--- config.mk ---
export PLATFORM = sky130hd
export DESIGN_NAME = bit_serializer
export DESIGN_NICKNAME = d
export VERILOG_FILES = /design/src/rtl/bit_serializer.sv
export SDC_FILE = /design/constraint.sdc
export NUM_CORES = 1
export LEC_CHECK = 0
export CAP_MARGIN = 20
export CORE_UTILIZATION = 23
export CTS_CLUSTER_DIAMETER = 200
export DETAILED_ROUTE_END_ITERATION = 6
export GPL_ROUTABILITY_DRIVEN = 0
export PLACE_DENSITY = 0.41
export SYNTH_ARGS = -nofsm -noshare
export SYNTH_HDL_FRONTEND = slang
export SYNTH_SLANG_ARGS = --single-unit
--- constraint.sdc ---
create_clock -name CLK -period 1.5 [get_ports CLK]
set_input_delay 0.3 -clock CLK [delete_from_list [all_inputs] [get_ports CLK]]
set_output_delay 0.3 -clock CLK [all_outputs]
set_load 0.02 [all_outputs]
--- src/rtl/bit_serializer.sv ---
// ---------------------------------------------------------------------------
// bit_serializer
//   Loads a W-bit parallel frame and shifts it out MSB first, one bit per
//   cycle when shift_en is high. x/x_valid are registered and feed a
//   downstream sequence recognizer. done pulses for one cycle when the frame
//   ends. A frame may be accepted in that same done cycle, which leaves a
//   single x_valid=0 gap between frames.
//
//   Optional feature (macro SERIALIZER_REPEAT_EN):
//     Adds input repeat_frame and a frame-save register. If repeat_frame is
//     high at the end of a frame, the saved frame is restarted at once, with
//     no gap, and done still pulses. "repeat" is a SystemVerilog keyword, so
//     the port is named repeat_frame.
//
// Parameters
//   W   frame length in bits (2..16)
//   CW  bit counter width (2**CW > W)
//
// Ports
//   CLK         clock, rising edge
//   RST         asynchronous active-low reset
//   load_data   parallel frame, MSB transmitted first
//   load_valid  load_data is offered
//   load_ready  block is idle and can accept a frame (decoded from state)
//   shift_en    advance one bit this cycle (0 = stall)
//   x           registered serial bit
//   x_valid     x carries a frame bit
//   done        one-cycle end-of-frame pulse
//   bit_count   bits emitted so far in the current frame
// ---------------------------------------------------------------------------
module bit_serializer #(
    parameter int W  = 15,
    parameter int CW = 5
) (
    input  logic          CLK,
    input  logic          RST,
    input  logic [W-1:0]  load_data,
    input  logic          load_valid,
    output logic          load_ready,
    input  logic          shift_en,
`ifdef SERIALIZER_REPEAT_EN
    input  logic          repeat_frame,
`endif
    output logic          x,
    output logic          x_valid,
    output logic          done,
    output logic [CW-1:0] bit_count
);

    typedef enum logic {IDLE = 1'b0, SHIFT = 1'b1} state_t;

    localparam logic [CW-1:0] LAST = CW'(W);

    state_t         state;
    logic [W-1:0]   shreg;    // bits still to send, next bit in the MSB
`ifdef SERIALIZER_REPEAT_EN
    logic [W-1:0]   saved;    // copy of the accepted frame for restarts
`endif

    assign load_ready = (state == IDLE);

    always_ff @(posedge CLK or negedge RST) begin
        if (!RST) begin
            state     <= IDLE;
            shreg     <= '0;
            x         <= 1'b0;
            x_valid   <= 1'b0;
            done      <= 1'b0;
            bit_count <= '0;
`ifdef SERIALIZER_REPEAT_EN
            saved     <= '0;
`endif
        end else begin
            done <= 1'b0;
            case (state)
                IDLE: begin
                    if (load_valid) begin
                        // First bit goes straight to x so it appears one cycle
                        // after accept. shreg keeps only the remaining bits.
                        x         <= load_data[W-1];
                        x_valid   <= 1'b1;
                        shreg     <= load_data << 1;
                        bit_count <= CW'(1);
                        state     <= SHIFT;
`ifdef SERIALIZER_REPEAT_EN
                        saved     <= load_data;
`endif
                    end else begin
                        x       <= 1'b0;
                        x_valid <= 1'b0;
                    end
                end
                SHIFT: begin
                    // shift_en low: every register holds, done stays low.
                    if (shift_en) begin
                        if (bit_count < LAST) begin
                            x         <= shreg[W-1];
                            shreg     <= shreg << 1;
                            bit_count <= bit_count + CW'(1);
                        end else begin
                            done <= 1'b1;
`ifdef SERIALIZER_REPEAT_EN
                            if (repeat_frame) begin
                                // Restart without a gap. x_valid stays high.
                                x         <= saved[W-1];
                                shreg     <= saved << 1;
                                bit_count <= CW'(1);
                            end else begin
                                x         <= 1'b0;
                                x_valid   <= 1'b0;
                                bit_count <= '0;
                                state     <= IDLE;
                            end
`else
                            x         <= 1'b0;
                            x_valid   <= 1'b0;
                            bit_count <= '0;
                            state     <= IDLE;
`endif
                        end
                    end
                end
                default: state <= IDLE;
            endcase
        end
    end

endmodule

==> impl.org <==
** Place
- The number of placed instances, taps included, is 196.
- HPWL after detailed placement :: 2130 um
- # port buffers :: 27
- Post-place setup slack :: -0.0422 ns

** Synthesis
- Dividing the synthesized area by the synthesized cell count gives 10.2 um2.
- Prevailing post-synth register cell :: sky130_fd_sc_hd__dfrtp_1
- Combinational family with the most area after synthesis :: compound AO/OA/AOI/OAI gates
- Area fraction in compound gates after synthesis :: 26.6%
- Asr flop ratio synth :: 100%
- Area fraction in and, or, nand and nor cells after synthesis :: 14.8%
- Synth Area in Adders :: 1.12%
- Share of the yosys chip area belonging to registers :: 51.7%
- The portion of synthesized area spent on multiplexers is 0%.
- Total of flip-flops plus latches after synthesis :: 23
- Number of instances in the synthesized netlist :: 109
- EDFF count, synth :: 0
- When the netlist entered floorplanning its net count stood at 129.
- Synthesis instantiated 28 different standard cells from the library.
- Number of warnings printed during yosys synthesis :: 0
- After Yosys synthesis, XOR and XNOR cells account for 0% of the synthesized area.
- Area of the mapped netlist :: 1110 um2

** Global routing
- The initial antenna violation count is 0.
- Wire length of the first global-routing pass :: 5070 um
- Global routing finished with a remaining overflow of 0.
- Via count of the first global-routing pass :: 1036
- All-layer global routing usage :: 12.9%
- Entering global routing, the biggest net connects 24 pins.

** Finish
- Proportion of layout cells with a drive suffix above 1 :: 16.2%
- After the flow finishes, the layout carries non-filler instances totaling 200.
- The library cell used most frequently in the layout, excluding fill and tap cells, is sky130_fd_sc_hd__dfrtp_1.
- The library cells used most frequently in the layout, excluding fill and tap cells, are sky130_fd_sc_hd__dfrtp_1, sky130_fd_sc_hd__clkdlybuf4s50_1, sky130_fd_sc_hd__nor2_1, sky130_fd_sc_hd__a21oi_1, sky130_fd_sc_hd__buf_4.
- Growth of design area from synthesis to finish :: 40.9%
- Final nets :: 169
- Count of inserted antenna diode cells :: 0
- Filler instances :: 476
- Post-Route Utilization :: 34.8%

** Clock tree
- Counting the buffers created by CTS gives 3.
- TritonCTS built the clock tree.
- Deepest level of the CTS H-tree :: 1
- Clock tree buffer depth :: 2
- The tree built by TritonCTS fans out to 23 sinks.
- CTS placed an instance of sky130_fd_sc_hd__clkbuf_8 at the clock tree root.
- Clock transition at the register clock pins on the worst setup and hold paths after CTS :: 0.09 ns
- Clk_lat worst skew :: 0.26 ns

** Critical path
- STA classifies the critical path endpoint as an output port.
- Longest individual stage delay on the worst path :: 0.48 ns
- The worst register-to-register path begins at bit_count[2].
- In this run the number of cells on the critical path is 1.
- Req. time, crit path :: 1.20 ns
- For this design, the slowest cell found on the critical path is sky130_fd_sc_hd__dfrtp_1.
- Arr. time, crit path :: 1.11 ns
- Buffer and inverter count on the worst path :: 1
- Measured in cells, the most critical reg-to-reg path has a length of 4.
- The most critical setup path has its startpoint at bit_count[4].
- Category of cells accounting for the largest share of critical-path delay :: flip-flops
- Critical path, cell by cell :: dlygate4sd2_1
- Launching element type of the critical path :: flip-flop
- Type of the setup path with the least slack :: flip-flop to output port
- Critical path peak fanout :: 7

** Die
- The floorplan has 24 rows.
- The core region is 4500 um2.
- Top-level I/O count :: 28
- Measured along the y axis, the die boundary spans 71.6 um.
- The floorplan step defined a die boundary enclosing 5120 um2.
- Chip Width :: 71.6 um
- For this configuration, the core starts out at a cell density of 24.7%.

** Timing
- Worst relative slew slack :: 79.4%
- On the final layout, the worst clock skew is 0.00382 ns.
- Max-slew violations :: 0
- Setup repair after global routing left no endpoint under its margin.
- The number of hold violations in the final report came to 0.
- Final number of setup-violating endpoints :: 0
- Part of the cycle the worst path needs :: 94.0%
- Final critical-path required period :: 1.41 ns
- At the pin with the least slew margin, the transition time is 0.309 ns.
- Derived from the worst setup path, the maximum achievable clock frequency is 709 MHz.
- Once routing completed, OpenROAD measured the worst setup slack at 0.0895 ns.

** Route
- Routed WL :: 2960 um
- Antenna-violating nets left :: 0
- Highest routed metal layer :: met4
- Detailed routing inserted a total of 1026 vias.
- Routed met2 length :: 1370 um
- For this run, design rule violations remaining after detail routing come to 0.
- After detailed routing, the average wire length per cell comes to 14.8 um.
- Met3 WL :: 163 um
- After the first detailed-routing iteration, the DRC count stood at 83.
- Sum of routed wire segments on met1 :: 1410 um
- For this run, the detailed router's first-pass iteration total came to 4.
- Routed via count divided by cell count :: 5.13

** Power
- In this run, the combinational gates consume 47.0% of the power.
- Largest vdd supply drop :: 0.000514 V
- Of the total power, the share spent switching nets is 39.6%.
- Summed over all cells, the static leakage comes to 0.657 nW.
- Pwr/cell area :: 1760 nW/um2
- Power share of the clock group :: 14.1%
- Summed over all nets, the switching power comes to 1.09 mW.
- Total design power :: 2.77 mW
- Sequential cells account for 38.9% of the total power.
- Cell internal power dissipation :: 1.67 mW

** Min path
- Type of the most critical hold path :: input port to asynchronous set/reset pin

** Flow run
- Max Cap Violations :: 0

** Status
- The run finished with clean final reports.
timing repair:
action,CTS,global route
setup endpoints to repair,9,0
gates resized for setup,9,0
setup buffers,0,0
hold buffers,0,0
sequential cells by signal (all words and copies together), names as in the netlist:
signal / cells
state: 1
shreg: 14
done: 1
x: 1
bit_count: 5
x_valid: 1
per-stage QoR:
stage | TNS (ns) | hold slack [ns] | area (um2)
after floorplan | 0 | 0.00441 | 1110
after global placement | 0 | 0.510 | 1530
after detailed placement | -0.0531 | 0.517 | 1530
after CTS | 0 | 0.403 | 1570
after global routing | 0 | 0.400 | 1570
final | 0 | 0.389 | 1570
logic make-up after synthesis:
logic type,count (synthesis)
adders and majority gates,1
and+or+nand+nor,33
buffers and inverters,10
AOI/OAI and AO/OA,42
DFF,23
cell usage after synthesis, types with 2 or more instances:
library cell / number / area [um2]
sky130_fd_sc_hd__buf_4: 2 / 15.0
sky130_fd_sc_hd__inv_1: 3 / 11.3
sky130_fd_sc_hd__nand3_1: 5 / 25.0
sky130_fd_sc_hd__a31oi_1: 2 / 12.5
sky130_fd_sc_hd__dfrtp_1: 23 / 576
sky130_fd_sc_hd__nor2b_1: 2 / 12.5
sky130_fd_sc_hd__o32ai_1: 12 / 105
sky130_fd_sc_hd__buf_2: 3 / 15.0
sky130_fd_sc_hd__buf_6: 2 / 22.5
sky130_fd_sc_hd__o21ai_0: 6 / 30.0
sky130_fd_sc_hd__a21oi_1: 15 / 75.1
sky130_fd_sc_hd__nand2_1: 4 / 15.0
sky130_fd_sc_hd__nor2_1: 15 / 56.3
metal layers:
metal  GRT usage (%)  vias up
li1                -      485
met1            18.5      505
met2            19.5       34
met3            2.67        2
met4            4.36        0
met5               0        -
power groups by stage:
stage / registers, mW / logic [mW] / clock network [mW]
global route: 1.11 / 1.45 / 0.450
detailed placement: 1.09 / 1.38 / 0
finish: 1.08 / 1.30 / 0.390
CTS: 1.07 / 1.32 / 0.408
floorplan: 1.14 / 0.737 / 0
global placement: 1.09 / 1.36 / 0
area by class of cell:
class | count | area (um2) | area share (%)
Multi-Input combinational cell | 76 | 474 | 30.2
Inverter | 3 | 11.3 | 0.718
Tap cell | 52 | 65.1 | 4.15
Clock buffer | 3 | 41.3 | 2.63
Timing Repair Buffer | 42 | 397 | 25.3
Clock inverter | 1 | 5.00 | 0.319
Sequential cell | 23 | 576 | 36.7
path summary, 6_finish.rpt:
| check | to | slack, ns |
|---|---|---|
| setup / recovery | bit_count[4] | 0.09 |
| hold / removal | state | 0.39 |
| setup reg to reg | shreg[6] | 0.12 |
| hold reg to reg | shreg[14] | 0.54 |
| max in group asynchronous | shreg[10] | 0.87 |
| min in group CLK | shreg[14] | 0.54 |
Power figures use the tool's default switching activity.
